### src/rtl/pipeline_hazard_ctrl_pkg.sv
// rtl/pipeline_hazard_ctrl_pkg.sv - shared opcode classes and types for the hazard controller
package pipeline_hazard_ctrl_pkg;

    typedef logic [1:0] reg_idx_t;

    localparam logic [3:0]  OP_NOP     = 4'h0;
    localparam logic [3:0]  OP_ALU_MAX = 4'h7;
    localparam logic [3:0]  OP_LOAD    = 4'h8;
    localparam logic [3:0]  OP_STORE   = 4'h9;
    localparam logic [3:0]  OP_BR_MIN  = 4'hA;
    localparam logic [15:0] NOP_INST   = 16'h0000;

    function automatic logic reads_ra(input logic [3:0] op);
        return ((op != OP_NOP) && (op <= OP_ALU_MAX)) || (op == OP_STORE) || (op >= OP_BR_MIN);
    endfunction

    function automatic logic reads_rb(input logic [3:0] op);
        return (op != OP_NOP) && (op <= OP_ALU_MAX);
    endfunction

    function automatic logic writes_ra(input logic [3:0] op);
        return (op != OP_NOP) && (op <= OP_LOAD);
    endfunction

endpackage

### src/rtl/pipeline_hazard_ctrl_hazard_scoreboard.sv
// rtl/pipeline_hazard_ctrl_hazard_scoreboard.sv - per-register busy countdowns with one-deep shadow for branch cancel
module hazard_scoreboard
    import pipeline_hazard_ctrl_pkg::*;
#(
    parameter int WB_LAT = 3
) (
    input  logic       clk,
    input  logic       rst,
    input  logic       hold,
    input  logic       cancel,
    input  logic [3:0] opcode,
    input  reg_idx_t   ra,
    input  reg_idx_t   rb,
    output logic       hazard
);

    localparam int BW = $clog2(WB_LAT + 1);
    typedef logic [BW-1:0] cnt_t;

    function automatic cnt_t satdec(input cnt_t x);
        return (x == '0) ? '0 : cnt_t'(x - cnt_t'(1));
    endfunction

    cnt_t     busy     [4];
    cnt_t     busy_nxt [4];
    logic     sh_valid;
    reg_idx_t sh_rd;
    cnt_t     sh_prev;
    logic     issue_we;

    assign hazard = (reads_ra(opcode) && (busy[ra] != '0)) ||
                    (reads_rb(opcode) && (busy[rb] != '0));

    assign issue_we = !cancel && !hazard && writes_ra(opcode);

    // A cancelled ID writer hands its register back to whatever older writer it displaced.
    always_comb begin
        for (int i = 0; i < 4; i++) begin
            busy_nxt[i] = satdec(busy[i]);
        end
        if (cancel && sh_valid) begin
            busy_nxt[sh_rd] = satdec(sh_prev);
        end
        if (issue_we) begin
            busy_nxt[ra] = cnt_t'(WB_LAT);
        end
    end

    always_ff @(posedge clk) begin
        if (rst) begin
            for (int i = 0; i < 4; i++) begin
                busy[i] <= '0;
            end
            sh_valid <= 1'b0;
            sh_rd    <= '0;
            sh_prev  <= '0;
        end else if (!hold) begin
            for (int i = 0; i < 4; i++) begin
                busy[i] <= busy_nxt[i];
            end
            sh_valid <= issue_we;
            if (issue_we) begin
                sh_rd   <= ra;
                sh_prev <= satdec(busy[ra]);
            end
        end
    end

endmodule

### src/rtl/pipeline_hazard_ctrl.sv
// rtl/pipeline_hazard_ctrl.sv - issue/stall/flush priority and saturating stall counter
module pipeline_hazard_ctrl
    import pipeline_hazard_ctrl_pkg::*;
#(
    parameter int WB_LAT = 3,
    parameter int CNT_W  = 16
) (
    input  logic             clk,
    input  logic             rst,
    input  logic             if_valid,
    input  logic [15:0]      if_inst,
    input  reg_idx_t         if_ra,
    input  reg_idx_t         if_rb,
    input  logic             ex_branch_taken,
    input  logic             mem_wait,
    output logic             pc_we,
    output logic             if_stall,
    output logic             id_bubble,
    output logic             flush,
    output logic [CNT_W-1:0] stall_cnt
);

    logic [15:0] inst_eff;
    logic [3:0]  opcode;
    logic        hazard;
    logic        unused_inst_bits;

    // An empty IF slot behaves exactly like an issued NOP.
    assign inst_eff         = if_valid ? if_inst : NOP_INST;
    assign opcode           = inst_eff[15:12];
    assign unused_inst_bits = ^inst_eff[11:0];

    hazard_scoreboard #(
        .WB_LAT (WB_LAT)
    ) u_scoreboard (
        .clk    (clk),
        .rst    (rst),
        .hold   (mem_wait),
        .cancel (ex_branch_taken),
        .opcode (opcode),
        .ra     (if_ra),
        .rb     (if_rb),
        .hazard (hazard)
    );

    always_comb begin
        pc_we     = 1'b1;
        if_stall  = 1'b0;
        id_bubble = 1'b0;
        flush     = 1'b0;
        if (rst) begin
            pc_we = 1'b0;
            flush = 1'b1;
        end else if (mem_wait) begin
            pc_we    = 1'b0;
            if_stall = 1'b1;
        end else if (ex_branch_taken) begin
            flush = 1'b1;
        end else if (hazard) begin
            pc_we     = 1'b0;
            if_stall  = 1'b1;
            id_bubble = 1'b1;
        end
    end

    always_ff @(posedge clk) begin
        if (rst) begin
            stall_cnt <= '0;
        end else if (!mem_wait && !ex_branch_taken && hazard && (stall_cnt != '1)) begin
            stall_cnt <= stall_cnt + CNT_W'(1);
        end
    end

endmodule

### config.mk
export PLATFORM = sky130hd
export DESIGN_NAME = pipeline_hazard_ctrl
export DESIGN_NICKNAME = d
export VERILOG_FILES = /design/src/rtl/pipeline_hazard_ctrl_pkg.sv /design/src/rtl/pipeline_hazard_ctrl_hazard_scoreboard.sv /design/src/rtl/pipeline_hazard_ctrl.sv
export SDC_FILE = /design/constraint.sdc
export NUM_CORES = 1
export LEC_CHECK = 0
export BUFFER_PORTS_ARGS = -buffer_cell sky130_fd_sc_hd__buf_4
export CAP_MARGIN = 10
export CELL_PAD_IN_SITES_DETAIL_PLACEMENT = 0
export CELL_PAD_IN_SITES_GLOBAL_PLACEMENT = 1
export CORE_ASPECT_RATIO = 0.9
export CORE_MARGIN = 1.5
export CORE_UTILIZATION = 40
export CTS_BUF_LIST = sky130_fd_sc_hd__clkbuf_2
export CTS_CLUSTER_DIAMETER = 80
export CTS_CLUSTER_SIZE = 20
export DETAILED_ROUTE_END_ITERATION = 8
export PLACE_DENSITY = 0.84
export RECOVER_POWER = 25
export SYNTH_ARGS = -nofsm -noshare
export SYNTH_HDL_FRONTEND = slang
export SYNTH_SLANG_ARGS = --single-unit
export TNS_END_PERCENT = 100
### constraint.sdc
create_clock -name clk -period 3 [get_ports clk]
set_clock_uncertainty 0.05 [all_clocks]
set_input_delay 0.6 -clock clk [delete_from_list [all_inputs] [get_ports clk]]
set_output_delay 0.6 -clock clk [all_outputs]
set_load 0.01 [all_outputs]
== Yosys cells after proc, flatten, opt, wreduce, memory -nomap -nowiden ==
Memories as Yosys holds them, arrays and structs flattened.
Index checks and enable logic that the tools add are counted.

* Add/subtract/negate cells: 7
* $lt $le $gt $ge: 7
* Equality and inequality tests: 2
* Multiplexer cells: 36
* Bitwise gates (word level): 8
* Reductions and logical operators: 28

{| class="wikitable"
|+ Operator list
! operator !! number
|-
| $mux W2 || 12
|-
| $mux W1 || 18
|-
| $add A16 B1 Y16 const B || 1
|-
| $mux W16 || 1
|-
| $mux W8 || 2
|-
| $ne A16 B16 Y1 const B || 1
|-
| $logic_and A1 B1 Y1 || 12
|-
| $logic_not A2 Y1 || 6
|-
| $sub A2 B1 Y2 const B || 6
|-
| $bwmux W8 || 1
|-
| $demux W2 S2 || 2
|-
| $or A8 B8 Y8 || 1
|-
| $ge A3 B3 Y1 const B || 2
|-
| $lt A3 B1 Y1 const B || 2
|-
| $not A2 Y3 || 2
|-
| $eq A4 B4 Y1 const B || 1
|-
| $ge A4 B4 Y1 const B || 1
|-
| $le A4 B3 Y1 const B || 1
|-
| $le A4 B4 Y1 const B || 1
|-
| $or A1 B1 Y1 || 4
|-
| $reduce_bool A2 Y1 || 2
|-
| $reduce_bool A4 Y1 || 1
|-
| $logic_not A1 Y1 || 3
|-
| $logic_or A1 B1 Y1 || 3
|-
| 2 further kinds || 2
|}

* Register bits: 21
* Bits in writable memories: 8
* Input port bits: 25
* Logic and storage cells: 93
* Memories kept: 1

{| class="wikitable"
|+ Memory list
! memory !! words !! width !! rd ports !! clocked after memory_dff !! wr ports !! line !! source
|-
| u_scoreboard.busy || 4 || 2 || 6 || 0 || 4 || pipeline_hazard_ctrl_hazard_scoreboard.sv:24 || <nowiki>cnt_t busy [4];</nowiki>
|}

== Logic depth before layout (Yosys ltp) ==
* Word-level depth: 12
* Depth in mapped cells: 7
* Mapped depth without buffers: 6

== By module ==
A second synthesis with hierarchy kept.

* Cells, all modules: 197
* Area total of the unflattened synthesis: 1757.9 um^2

{| class="wikitable"
|+ Modules (own cells, without submodules)
! module !! instances !! cells each !! area each (um^2) !! sequential area each (um^2)
|-
| hazard_scoreboard || 1 || 89 || 892.1 || 340.3
|-
| pipeline_hazard_ctrl || 1 || 108 || 865.8 || 320.3
|}

== Least setup slack after synthesis ==
OpenSTA, ideal clock, no wires.

* Path kind: input port to output port
* Start point: input port if_rb[1]
* End point: output port if_stall
* Arrival time: 2.304 ns
* Required time: 2.350 ns
* Path slack: 0.046 ns
* Stages: 6
* Cells stage by stage: nor4bb_1 > or4_4 > o21a_1 > buf_6 > clkbuf_1 > o41ai_1

* Word-level cells in the longest chain between the ends: 8

{| class="wikitable"
|+ RTL lines
! element !! line !! source
|-
| start, declared || pipeline_hazard_ctrl.sv:13 || <nowiki>input reg_idx_t if_rb,</nowiki>
|-
| $mem_v2 Z4 W2 || -- ||
|-
| $reduce_bool A2 Y1 || pipeline_hazard_ctrl_hazard_scoreboard.sv:32 || <nowiki>(reads_rb(opcode) && (busy[rb] != '0));</nowiki>
|-
| $logic_and A1 B1 Y1 || pipeline_hazard_ctrl_hazard_scoreboard.sv:32 ||
|-
| $logic_or A1 B1 Y1 || pipeline_hazard_ctrl_hazard_scoreboard.sv:31 || <nowiki>assign hazard = (reads_ra(opcode) && (busy[ra] != '0)) ||</nowiki>
|-
| $mux W1 || pipeline_hazard_ctrl.sv:59 || <nowiki>end else if (hazard) begin</nowiki>
|-
| $mux W1 || pipeline_hazard_ctrl.sv:57 || <nowiki>end else if (ex_branch_taken) begin</nowiki>
|-
| $mux W1 || pipeline_hazard_ctrl.sv:54 || <nowiki>end else if (mem_wait) begin</nowiki>
|-
| $mux W1 || pipeline_hazard_ctrl.sv:51 || <nowiki>if (rst) begin</nowiki>
|-
| end, declared || pipeline_hazard_ctrl.sv:17 || <nowiki>output logic if_stall,</nowiki>
|}

Every way passes these cells.

==> impl_metrics.json <==
{
  "path_buf_inv": 1,
  "period_share_pct": 97.7,
  "clkPwrFrac_pct": 35.4,
  "syn_area_sq_mm": 0.00171,
  "drv_slew": 0,
  "htree_num_levels": 2,
  "grt_max_degree": 32,
  "path_clk_slew_ns": 0.18,
  "area_delta_synth_final_pct": 21.6,
  "io_buffers": 32,
  "cp_slowest_stage_delay_ns": 0.55,
  "powerDensity_mw_per_mm2": 393,
  "sequentialPowerShare_pct": 51.1,
  "dieWidth_um": 72.0,
  "path_class": "flip-flop to primary output",
  "antenna_left": 0,
  "die_y_um": 65.1,
  "wl_per_cell_um": 14.9,
  "grt_pass1_wl_mm": 6.53,
  "core_area_sq_mm": 0.00410,
  "rows": 22,
  "min_path_type": "flip-flop to flip-flop",
  "switchingPower_uw": 216,
  "start_util_pct": 41.7,
  "power.leakage_nw": 0.805,
  "r2r_slack_ns": 0.65,
  "swShare_pct": 26.4,
  "worstReg2RegEnd": "stall_cnt[8]$_SDFFE_PP0P_",
  "arrival_ns": 2.28,
  "fmax_ghz": 0.341,
  "p_int_uw": 603,
  "worstSetupStartpoint": "u_scoreboard.busy[3][1]$_SDFFCE_PN0P_",
  "clkLatencyLatePin_ns": 0.38,
  "reg2reg_depth": 7,
  "dpl.cell_count": 274,
  "cp_cell_sequence": "nor4bb_1, or4_4, o21a_1, o41ai_1, buf_4",
  "drv_cap": 0,
  "cts.path.max_buffers": 2,
  "grt_pass1_vias": 1314,
  "drt-initial-drc-count": 134,
  "cts_buffers": 5,
  "rsz0062_at_grt": "true",
  "pin_count": 45,
  "ys_seq_area_share_pct": 38.6,
  "cts_root_buf": "clkbuf_2",
  "synth_top_cell_by_area": "dfxtp_1",
  "post-synth-top-count-cell": "dfxtp_1",
  "ctsHoldBuffers": 0,
  "synth_area_per_cell_sq_um": 8.78,
  "drc_errors": 0,
  "worstMarginPinSlew_ns": 0.664,
  "first_pass_iters": 4,
  "num_antenna_cells": 0,
  "grt-ovfl-total": 0,
  "vias": 1646,
  "fin_cells": 284,
  "vias_per_cell": 5.80,
  "cts_tree": "done",
  "setup.worst_path.end": "if_stall",
  "critPathSlowestCell": "or4_4",
  "endpoint_kind": "primary output",
  "syn-num-nets": 221,
  "layout-drive-gt1-share_pct": 22.5,
  "status": "finished clean",
  "track_usage_pct": 18.4,
  "netlist_instances": 195,
  "hold_violations": 0,
  "ys_top_cells_by_area": "dfxtp_1 (25%), edfxtp_1 (14%), nand2_1 (4.4%)",
  "combinationalPowerShare_pct": 13.4,
  "synth_common_cells": "dfxtp_1 (21), nand2_1 (20), a21oi_1 (14)",
  "ys_seq_elements": 29,
  "hpwlAfterDp_mm": 3.05,
  "total_power_uw": 819,
  "vdd_drop_max_mv": 0.207,
  "cpLargestDelayFamily": "simple AND/OR/NAND/NOR gates",
  "routabilityCongestion": 0.827,
  "ys_async_sr_fraction_pct": 0,
  "antenna_found_initial": 0,
  "dieArea_sq_mm": 0.00468,
  "critPathMaxFanout": 4,
  "synth_top_area_share_pct": 24.6,
  "synthFlopType": "dfxtp_1",
  "synth_edf_count": 8,
  "worst-path-stages": 5,
  "start_kind": "flip-flop",
  "clkSinkCount": 29,
  "setup_violations": 0,
  "slew_headroom_pct": 55.5,
  "synth.distinct_cells": 42,
  "wirelength_mm": 4.22,
  "period_needed_ns": 2.93,
  "r2r-start": "u_scoreboard.busy[3][1]$_SDFFCE_PN0P_",
  "layout.nets": 261,
  "required_ns": 2.35,
  "yosysWarningCount": 0
}
[per-layer routing]
metal | vias up | GRT usage, % | wire (um)
met5 | - | 0 | 0
li1 | 834 | - | -
met3 | 8 | 4.20 | 214
met4 | 0 | 7.08 | 62
met1 | 758 | 28.8 | 2240
met2 | 46 | 23.7 | 1710
[per-stage QoR]
step / utilization, % / hold slack, ns / area (sq um) / worst slack, ns / TNS [ns]
after detailed placement: 49.4 / 0.404 / 2030 / 0.138 / 0
final: 50.8 / 0.421 / 2080 / 0.0684 / 0
after global routing: 50.8 / 0.445 / 2080 / -0.00169 / -0.00169
after CTS: 50.9 / 0.424 / 2090 / 0.0598 / 0
after global placement: 49.4 / 0.398 / 2030 / 0.120 / 0
after floorplan: - / 0.390 / 1710 / 0.0458 / 0
[power by group through the flow]
stage	Sequential, mW	Combinational [mW]	Clock, mW
after floorplan	0.424	0.0643	0
after detailed placement	0.427	0.106	0
after global placement	0.427	0.106	0
after CTS	0.419	0.107	0.301
after global routing	0.420	0.119	0.320
final	0.419	0.110	0.290
[final cells by class]
cell class | instances | area (sq um)
flip-flops and latches | 29 | 661
fillers | 416 | 2020
repair buffers | 41 | 285
multi-input cells | 157 | 1010
clock inverters | 2 | 33.8
inverters | 1 | 3.75
well taps | 48 | 60.1
clock buffers | 6 | 30.0
[worst register-to-register path, stage by stage, from the launching register on]
cell      delay (ns)
edfxtp_1        0.45
nor4bb_1        0.08
or4_4           0.55
o21a_1          0.21
buf_6           0.14
buf_4           0.17
or4_1           0.50
a21oi_1         0.14
[sequential cells by signal, summed over array words and instances (netlist names)]
| name | count |
|---|---|
| u_scoreboard.sh_prev | 2 |
| u_scoreboard.busy | 8 |
| u_scoreboard.sh_rd | 2 |
| stall_cnt | 16 |
| u_scoreboard.sh_valid | 1 |
[cell families (layout without fill, tap and decap cells)]
| logic type | after synthesis | after routing | share of synthesized area (%) |
|---|---|---|---|
| adders and majority gates | 1 | 1 | 0.731 |
| DFF | 29 | 29 | 38.6 |
| muxes | 10 | 10 | 7.68 |
| buffers and inverters | 9 | 50 | 2.48 |
| and+or+nand+nor | 105 | 105 | 36.3 |
| AOI/OAI and AO/OA | 41 | 41 | 14.3 |
[worst min path at each step]
stage                                                 to                                  from  slack [ns]  cells after the start
detailed placement  u_scoreboard.sh_prev[0]$_SDFFE_PP0P_  u_scoreboard.sh_prev[0]$_SDFFE_PP0P_        0.40                      2
finish              u_scoreboard.sh_prev[0]$_SDFFE_PP0P_  u_scoreboard.sh_prev[0]$_SDFFE_PP0P_        0.42                      2
CTS                 u_scoreboard.sh_prev[0]$_SDFFE_PP0P_  u_scoreboard.sh_prev[0]$_SDFFE_PP0P_        0.42                      2
global placement    u_scoreboard.sh_prev[0]$_SDFFE_PP0P_  u_scoreboard.sh_prev[0]$_SDFFE_PP0P_        0.40                      2
floorplan           u_scoreboard.sh_prev[0]$_SDFFE_PP0P_  u_scoreboard.sh_prev[0]$_SDFFE_PP0P_        0.39                      2
global route        u_scoreboard.sh_prev[0]$_SDFFE_PP0P_  u_scoreboard.sh_prev[0]$_SDFFE_PP0P_        0.45                      2
[layout by cell type (no fill, tap or decap), drive strengths merged, types with 4 or more instances in the layout]
cell | synthesis | routed
buf | 3 | 34
dfxtp | 21 | 21
nand2 | 20 | 20
a21oi | 14 | 14
nor2 | 13 | 13
clkbuf | 5 | 13
o21ai | 12 | 12
nand3 | 9 | 9
edfxtp | 8 | 8
nor3 | 6 | 6
nor2b | 6 | 6
nand4 | 6 | 6
o31ai | 6 | 6
or4 | 6 | 6
or3 | 5 | 5
mux2 | 5 | 5
nand3b | 5 | 5
nor4b | 4 | 4
and4 | 4 | 4
[repair_timing]
action	in CTS	in global routing
setup endpoints to repair	0	2
buffers inserted	0	2
gates resized for setup	0	1
No activity file was read; power rests on OpenSTA's default activity.
